==> config.mk <==
export PLATFORM = sky130hd
export DESIGN_NAME = load_store_unit
export DESIGN_NICKNAME = d
export VERILOG_FILES = /design/src/rtl/load_store_unit_pkg.sv /design/src/rtl/load_store_unit_lane_align.sv /design/src/rtl/load_store_unit.sv
export SDC_FILE = /design/constraint.sdc
export NUM_CORES = 1
export LEC_CHECK = 0
export ABC_AREA = 1
export CORE_MARGIN = 2
export CORE_UTILIZATION = 40
export CTS_CLUSTER_DIAMETER = 60
export DETAILED_ROUTE_END_ITERATION = 16
export GPL_ROUTABILITY_DRIVEN = 0
export PLACE_DENSITY = 0.7
export SLEW_MARGIN = 40
export SYNTH_ARGS = -nofsm -noshare
export SYNTH_HDL_FRONTEND = slang
export SYNTH_SLANG_ARGS = --single-unit
==> constraint.sdc <==
create_clock -name clk -period 5.1 [get_ports clk]
set_input_delay 0.765 -clock clk [delete_from_list [all_inputs] [get_ports clk]]
set_output_delay 0.765 -clock clk [all_outputs]
set_load 0.02 [all_outputs]
==> src/rtl/load_store_unit_pkg.sv <==
// Shared constants for the load/store unit: access size codes, FSM state
// encodings and the alignment rule used when a request is accepted.
package load_store_unit_pkg;

  localparam logic [1:0] SZ_BYTE = 2'b00;
  localparam logic [1:0] SZ_HALF = 2'b01;
  localparam logic [1:0] SZ_WORD = 2'b10;
  localparam logic [1:0] SZ_RSVD = 2'b11;

  typedef enum logic [1:0] {
    ST_IDLE  = 2'b00,
    ST_READ  = 2'b01,
    ST_WRITE = 2'b10,
    ST_RESP  = 2'b11
  } lsu_state_e;

  // A request is rejected when its address does not sit on a boundary of its
  // own size, or when it uses the reserved size code.
  function automatic logic is_misaligned(input logic [1:0] size, input logic [1:0] lane);
    logic bad;
    case (size)
      SZ_BYTE: bad = 1'b0;
      SZ_HALF: bad = lane[0];
      SZ_WORD: bad = |lane;
      default: bad = 1'b1;
    endcase
    return bad;
  endfunction

endpackage

==> src/rtl/load_store_unit_lane_align.sv <==
// Byte-lane steering between the word-wide memory and the core:
// extraction plus sign/zero extension for loads, and lane merge for stores.
// Lanes are little-endian: byte k sits at bits [8k+7:8k], k = addr[1:0].
module lsu_lane_align
  import load_store_unit_pkg::*;
#(
  parameter int DATA_W = 32
) (
  input  logic [DATA_W-1:0] rd_word_i,
  input  logic [DATA_W-1:0] old_word_i,
  input  logic [DATA_W-1:0] wdata_i,
  input  logic [1:0]        lane_i,
  input  logic [1:0]        size_i,
  input  logic              unsigned_i,
  output logic [DATA_W-1:0] ld_data_o,
  output logic [DATA_W-1:0] st_word_o
);

  function automatic logic [DATA_W-1:0] extend_byte(input logic signed [7:0] b, input logic uns);
    logic signed [DATA_W-1:0] s;
    s = b;
    return uns ? {{(DATA_W-8){1'b0}}, b} : s;
  endfunction

  function automatic logic [DATA_W-1:0] extend_half(input logic signed [15:0] h, input logic uns);
    logic signed [DATA_W-1:0] s;
    s = h;
    return uns ? {{(DATA_W-16){1'b0}}, h} : s;
  endfunction

  logic [7:0]  byte_sel;
  logic [15:0] half_sel;

  // Pick the addressed lane(s) out of the memory word and extend to a full word.
  always_comb begin
    byte_sel = rd_word_i[{lane_i, 3'b000} +: 8];
    half_sel = lane_i[1] ? rd_word_i[31:16] : rd_word_i[15:0];
    case (size_i)
      SZ_BYTE: ld_data_o = extend_byte(byte_sel, unsigned_i);
      SZ_HALF: ld_data_o = extend_half(half_sel, unsigned_i);
      default: ld_data_o = rd_word_i;
    endcase
  end

  // Replace only the addressed lane(s) of the old word with right-justified store data.
  always_comb begin
    st_word_o = old_word_i;
    case (size_i)
      SZ_BYTE: st_word_o[{lane_i, 3'b000} +: 8] = wdata_i[7:0];
      SZ_HALF: begin
        if (lane_i[1]) st_word_o[31:16] = wdata_i[15:0];
        else           st_word_o[15:0]  = wdata_i[15:0];
      end
      default: st_word_o = wdata_i;
    endcase
  end

endmodule

==> src/rtl/load_store_unit.sv <==
// Load/store unit sitting directly upstream of DataMemory. Runs byte, half
// and word accesses against word-wide memory; sub-word stores are done as a
// read-modify-write. One request at a time, completion flagged by done.
module load_store_unit
  import load_store_unit_pkg::*;
#(
  parameter int ADDR_W = 32,
  parameter int DATA_W = 32
) (
  input  logic              clk,
  input  logic              startin,
  input  logic              req_valid,
  output logic              req_ready,
  input  logic              is_store,
  input  logic [1:0]        size,
  input  logic              unsigned_ld,
  input  logic [ADDR_W-1:0] addr,
  input  logic [DATA_W-1:0] wdata,
  output logic [DATA_W-1:0] rdata,
  output logic              done,
  output logic              err,
  output logic [ADDR_W-1:0] MemAddress,
  output logic [DATA_W-1:0] MemWriteData,
  output logic              MemWrite,
  output logic              MemRead,
  input  logic [DATA_W-1:0] MemReadData
);

  lsu_state_e        state_q;
  logic              is_store_q;
  logic [1:0]        size_q;
  logic              unsigned_q;
  logic [ADDR_W-1:0] addr_q;
  logic [DATA_W-1:0] wdata_q;
  logic [DATA_W-1:0] merge_q;
  logic [DATA_W-1:0] rdata_q;
  logic              err_q;

  logic [DATA_W-1:0] ld_ext;
  logic [DATA_W-1:0] st_merged;
  logic [ADDR_W-1:0] word_addr;

  lsu_lane_align #(
    .DATA_W(DATA_W)
  ) u_lane_align (
    .rd_word_i (MemReadData),
    .old_word_i(merge_q),
    .wdata_i   (wdata_q),
    .lane_i    (addr_q[1:0]),
    .size_i    (size_q),
    .unsigned_i(unsigned_q),
    .ld_data_o (ld_ext),
    .st_word_o (st_merged)
  );

  assign word_addr = {addr_q[ADDR_W-1:2], 2'b00};

  // Request FSM: latch on accept, read and/or write memory, then a one-cycle response.
  always_ff @(posedge clk) begin
    if (startin) begin
      state_q    <= ST_IDLE;
      is_store_q <= 1'b0;
      size_q     <= SZ_BYTE;
      unsigned_q <= 1'b0;
      addr_q     <= '0;
      wdata_q    <= '0;
      merge_q    <= '0;
      rdata_q    <= '0;
      err_q      <= 1'b0;
    end else begin
      case (state_q)
        ST_IDLE: begin
          if (req_valid) begin
            is_store_q <= is_store;
            size_q     <= size;
            unsigned_q <= unsigned_ld;
            addr_q     <= addr;
            wdata_q    <= wdata;
            err_q      <= 1'b0;
            if (is_misaligned(size, addr[1:0])) begin
              // Rejected requests never touch memory.
              err_q   <= 1'b1;
              state_q <= ST_RESP;
            end else if (is_store && (size == SZ_WORD)) begin
              // Full-word stores need no merge, so skip the read.
              state_q <= ST_WRITE;
            end else begin
              state_q <= ST_READ;
            end
          end
        end
        ST_READ: begin
          if (is_store_q) begin
            merge_q <= MemReadData;
            state_q <= ST_WRITE;
          end else begin
            rdata_q <= ld_ext;
            state_q <= ST_RESP;
          end
        end
        ST_WRITE: state_q <= ST_RESP;
        ST_RESP:  state_q <= ST_IDLE;
        default:  state_q <= ST_IDLE;
      endcase
    end
  end

  // Memory strobes follow the state; reset suppresses them so a write cannot land mid-reset.
  always_comb begin
    MemRead      = 1'b0;
    MemWrite     = 1'b0;
    MemAddress   = '0;
    MemWriteData = '0;
    case (state_q)
      ST_READ: begin
        MemRead    = ~startin;
        MemAddress = word_addr;
      end
      ST_WRITE: begin
        MemWrite     = ~startin;
        MemAddress   = word_addr;
        MemWriteData = st_merged;
      end
      default: ;
    endcase
  end

  assign req_ready = (state_q == ST_IDLE) && !startin;
  assign done      = (state_q == ST_RESP);
  assign rdata     = rdata_q;
  assign err       = err_q;

endmodule

==> results.cfg <==
[cts]
clk_pin_slew_worst_paths_ns = 0.06
numCtsBuffers = 17
holdBufCountCts = 0
cts.sinks = 135
root_buffer = clkbuf_16
cts_buffer_depth = 2
cts_max_level = 4
cts_tree = built
cts_resized = 0
worstSkewPairLatency_ns = 0.42
cts_setup_buffers = 0

[die]
coreArea_um2 = 16600
die-height_um = 134
core.rowCount = 47
start_util = 0.408
io_pins = 204
dieArea_um2 = 18000
die_w_um = 134

[global_route]
grt_first_pass_wirelength_mm = 37.2
grt_pass1_vias = 6881
gr-usage-all-layers = 0.264
grt_use_met1 = 0.343
grt_max_degree = 75
met2_usage = 0.415
grt-ovfl-total = 0
met3_usage = 0.0726
antenna_found_initial = 1
globalRoute.busiestLayer = met2

[timing]
fin_crit_sh = 0.787
tightest_slew_ns = 0.848
slew_headroom = 0.434
fmax_mhz = 249
hold_violations = 0
min_period_ns = 4.01
fin_skew_ns = 0.00530
finalSetupViolCount = 0
slew_viol_final = 0
final.setup.tns_ns = 0
rsz0062_at_grt = no

[layout]
layout.nets = 1307
final_cell_mix = clkdlybuf4s50_1, nand2_1, nor2_1
layout_commonest_cell = clkdlybuf4s50_1
post-route-util = 0.574
antennaDiodeCount = 0
syn2layout_area_growth_pct = 40.8
drive_above_1_share = 0.0464

[routing]
routed_wl_mm = 23.8
dr_total_vias = 7463
drcViolationCount = 0
viasPerCell = 5.23
drtIter0Drc = 726
postRouteAntennaNets = 0
routedWlPerCell_um = 16.7
drtPass1Iterations = 6

[hold_path]
hold_path.class = reg -> reg

[setup_path]
crit_fanout = 24
crit_path_end_kind = primary output
crit_type = reg -> out
required_ns = 4.34
start_kind = flop
critPathArrivalTime_ns = 3.25

[synthesis]
ys_seq_area_frac = 0.400
yosys_warnings = 0
synth.distinct_cells = 29
avgSynthCellArea_um2 = 6.55
synth_ff_type = dfxtp_1
synth-edff-count = 0
postSynthCellCount = 1033
ys_async_sr_fraction = 0
ys_seq_elements = 135
synthesis.area_um2 = 6760

[run_status]
outcome = finished clean

[place]
dpl.hpwl_mm = 17.1
port_buffers = 201

[pwr]
powerDensity_nw_per_um2 = 555
peakVddDrop_mv = 0.319
power_w = 0.00529
leakagePower_nw = 3.91

[run]
maxCapViolCount = 0
[layout make-up]
cell class	count	area, µm²
timing repair buffer	211	2090
multi-input combinational	735	3430
fill	1649	7060
clock inverter	14	248
tap	220	275
clock buffer	18	429
sequential	135	2700
inverter	94	353
[flip-flops by register name, summed over array words and instances, names as in the netlist]
name,cells
is_store_q,1
rdata,32
wdata_q,32
merge_q,32
state_q,2
err,1
size_q,2
addr_q,32
unsigned_q,1
[logic make-up (layout without fill, tap and decap cells)]
family | Yosys count | count (layout) | share of synthesized area
buffers and inverters | 164 | 337 | 0.0956
and+or+nand+nor | 401 | 401 | 0.234
DFF | 135 | 135 | 0.400
other | 1 | 2 | 0.000554
AOI/OAI and AO/OA | 322 | 322 | 0.252
adders and majority gates | 10 | 10 | 0.0185
[cells in the mapped netlist, types with 3 or more instances]
cell	count	area, µm²
nand4_1	7	43.8
inv_1	88	330
nor4b_1	5	43.8
nand2_1	191	717
buf_4	4	30.0
nor2_1	177	664
ha_1	10	125
o21ai_0	157	786
a31oi_1	5	31.3
a21oi_1	120	601
dfxtp_1	135	2700
nand3_1	16	80.1
a22oi_1	7	52.6
o211ai_1	9	67.6
a211oi_1	3	22.5
o22ai_1	18	113
inv_2	5	18.8
buf_2	7	35.0
clkbuf_1	57	214
[where the power goes]
| group | switching (W) | internal [W] |
|---|---|---|
| sequential | 0.000221 | 0.00136 |
| clock | 0.000495 | 0.000923 |
| combinational | 0.00144 | 0.000843 |
[routing by layer]
layer,part of all wire,vias up
met5,0,-
met4,0.037,0
li1,-,3708
met3,0.096,61
met1,0.42,3347
met2,0.44,347
[critical path, cell delays in order, from the launching register on]
cell and delay (ns):
dfxtp_1 0.31, inv_1 0.58, ha_1 0.36, inv_1 0.09
nand3_1 0.19, o21ai_0 0.20, nor4b_1 0.39, clkdlybuf4s50_1 0.69
[per-stage QoR]
stage	cell area, µm²	setup WS (ns)	hold slack, ns	cells
after floorplan	6770	2.08	0.444	1034
after detailed placement	8840	1.56	0.469	1395
after global placement	8840	1.61	0.462	1395
after CTS	9520	1.12	0.482	1427
final	9520	1.09	0.481	1427
after global routing	9520	0.851	0.501	1427
[path summary, 6_finish.rpt]
kind | startpoint | endpoint | slack [ns] | cells after the start
max | addr_q[1] | MemWriteData[2] | 1.09 | 7
min | addr_q[11] | addr_q[11] | 0.48 | 2
min reg2reg | addr_q[11] | addr_q[11] | 0.48 | 2
max reg2reg | size_q[1] | rdata[26] | 2.68 | 7
Note: power is estimated with default switching activity, not from simulation.
==> RTL edit: new RTL, config.mk and constraints unchanged <==
`DATA_W` is set to 32 in 2 places; all go to 48.
--- a/src/rtl/load_store_unit_lane_align.sv
+++ b/src/rtl/load_store_unit_lane_align.sv
@@ -4,7 +4,7 @@
 module lsu_lane_align
   import load_store_unit_pkg::*;
 #(
-  parameter int DATA_W = 32
+  parameter int DATA_W = 48
 ) (
   input  logic [DATA_W-1:0] rd_word_i,
   input  logic [DATA_W-1:0] old_word_i,
--- a/src/rtl/load_store_unit.sv
+++ b/src/rtl/load_store_unit.sv
@@ -5,7 +5,7 @@
   import load_store_unit_pkg::*;
 #(
   parameter int ADDR_W = 32,
-  parameter int DATA_W = 32
+  parameter int DATA_W = 48
 ) (
   input  logic              clk,
   input  logic              startin,
Interface: changed (resized MemReadData, MemWriteData, rdata and wdata); port bits go from 204 to 268. The function was not compared with the original's and may differ.
==> RTL edit against the unedited design <==
Clock skew is 3.0 ps higher; area after synthesis rose by 35%; total power up 24%; combinational power up 36%; critical path depth is 1 higher; clock power fell by 6%; fmax fell by 9.1%; cell area rose by 31%; setup slack lost 400 ps; sequential cell count up 48; sequential power increased by 35%; largest cell class unchanged; wire length up 38%.
==> RTL edit: results (changes against the unedited design) <==
metric;value;unit;change
GR Util met3;7.58;%;was 7.26%
Routed WL;32900;um;was 23800 um
met2 usage;43.0;%;was 41.5%
sequential area share after synthesis;40.2;%;was 40.0%
max frequency;226;MHz;was 249 MHz
clock group power;0.00133;W;was 0.00142 W
Int Pwr;0.00365;W;was 0.00313 W
met1 Resource Use GR;34.4;%;was 34.3%
Comb group;0.00311;W;was 0.00229 W
H-tree Lvls;4;;unchanged
status;finished, final reports clean;;unchanged
path depth of the worst reg2reg path;8;;was 7
LEAKAGE;4.77;nW;was 3.91 nW
layout cells sized above 1;6.32;%;was 4.64%
number of CTS-inserted buffers;17;;unchanged
final instance area;0.0124;mm2;was 0.00952 mm2
min-delay src;merge_q[43];;was addr_q[11]
clock latency on the worst-skew pair;440;ps;was 420 ps
clock tree buffer depth;2;;unchanged
Worst Hold Depth;2;;unchanged
HP Class;reg2reg;;unchanged
RR Endpoint;rdata[16];;was rdata[26]
r2r setup slk;2600;ps;was 2680 ps
Hold EP;merge_q[43];;was addr_q[11]
largest net degree at the start of global routing;119;;was 75
Worst Path Arrival;3650;ps;was 3250 ps
crit path from;addr_q[0];;was addr_q[1]
post-CTS sizing;0;;unchanged
Post-CTS Setup Inserts;0;;unchanged
vias in the first global route;9065;;was 6881
count of cell types in the netlist;35;;was 29
worst vdd ir;0.287;mV;was 0.319 mV
Post-Place Cells;1804;;was 1395
drt first pass iters;5;;was 6
r2r startpoint;addr_q[1];;was size_q[1]
nets;1684;;was 1307
initial antenna violation count;1;;unchanged
total global-route track usage;26.6;%;was 26.4%
Routed wire per std cell;17.9;um;was 16.7 um
first-pass GRT wire length;50200;um;was 37200 um
Max-slew headroom;45.7;%;was 43.4%
clock share of power;20.2;%;was 26.8%
DPL Wire Length;22800;um;was 17100 um
vias per inst;5.39;;was 5.23
CP endpoint;MemWriteData[33];;was MemWriteData[2]
placed cell area;0.0118;mm2;was 0.00884 mm2
Mapped Cells;1342;;was 1033
CP max FO;21;;was 24
clock-pin slew on the worst setup and hold paths;80;ps;was 60 ps
Fin Clk Skew;8.34;ps;was 5.30 ps
port buffer count;265;;was 201
CP max stage cell;dfxtp_1;;was clkdlybuf4s50_1
ranking of synthesized cells by area;dfxtp_1 (40%), o21ai_0 (12%), nor2_1 (9.6%);;was dfxtp_1 (40%), o21ai_0 (12%), nand2_1 (11%)
synth cell count leaders;nor2_1 (234), o21ai_0 (212), nand2_1 (209), dfxtp_1 (183), a21oi_1 (133);;was nand2_1 (191), nor2_1 (177), o21ai_0 (157), dfxtp_1 (135), a21oi_1 (120)
initial DRC count;874;;was 726
Hold Slack;485;ps;was 481 ps
synth warn;0;;unchanged
fillers;2187;;was 1649
DP Worst Slack;1220;ps;was 1560 ps
-- RTL edit: cells by family (layout without fill, tap and decap cells) --
| logic type | Yosys count | after routing | synth area share, % |
|---|---|---|---|
| simple gates | 486 | 486 | 21.1 |
| compound gates | 455 | 455 | 27.9 |
| buf+inv | 206 | 414 | 9.29 |
| flops | 183 | 183 | 40.2 |
| fa+ha+maj | 11 | 11 | 1.51 |
| other cells | 1 | 4 | 0.0411 |
-- RTL edit: per-layer routing --
metal / up-vias / share of wire (%) / routed length, um
met2: 445 / 46 / 15100
met4: 0 / 2.8 / 911
li1: 4843 / - / -
met3: 60 / 9.6 / 3140
met1: 4554 / 42 / 13700
met5: - / 0 / 0
-- RTL edit: layout make-up --
type / count / share of cell area, %
multi-input cells: 954 / 37.2
flip-flops and latches: 183 / 29.5
repair buffers: 276 / 22.4
clock buffers: 17 / 3.42
inverters: 106 / 3.25
well taps: 285 / 2.87
clock inverters: 15 / 1.27
diodes: 2 / 0.0403
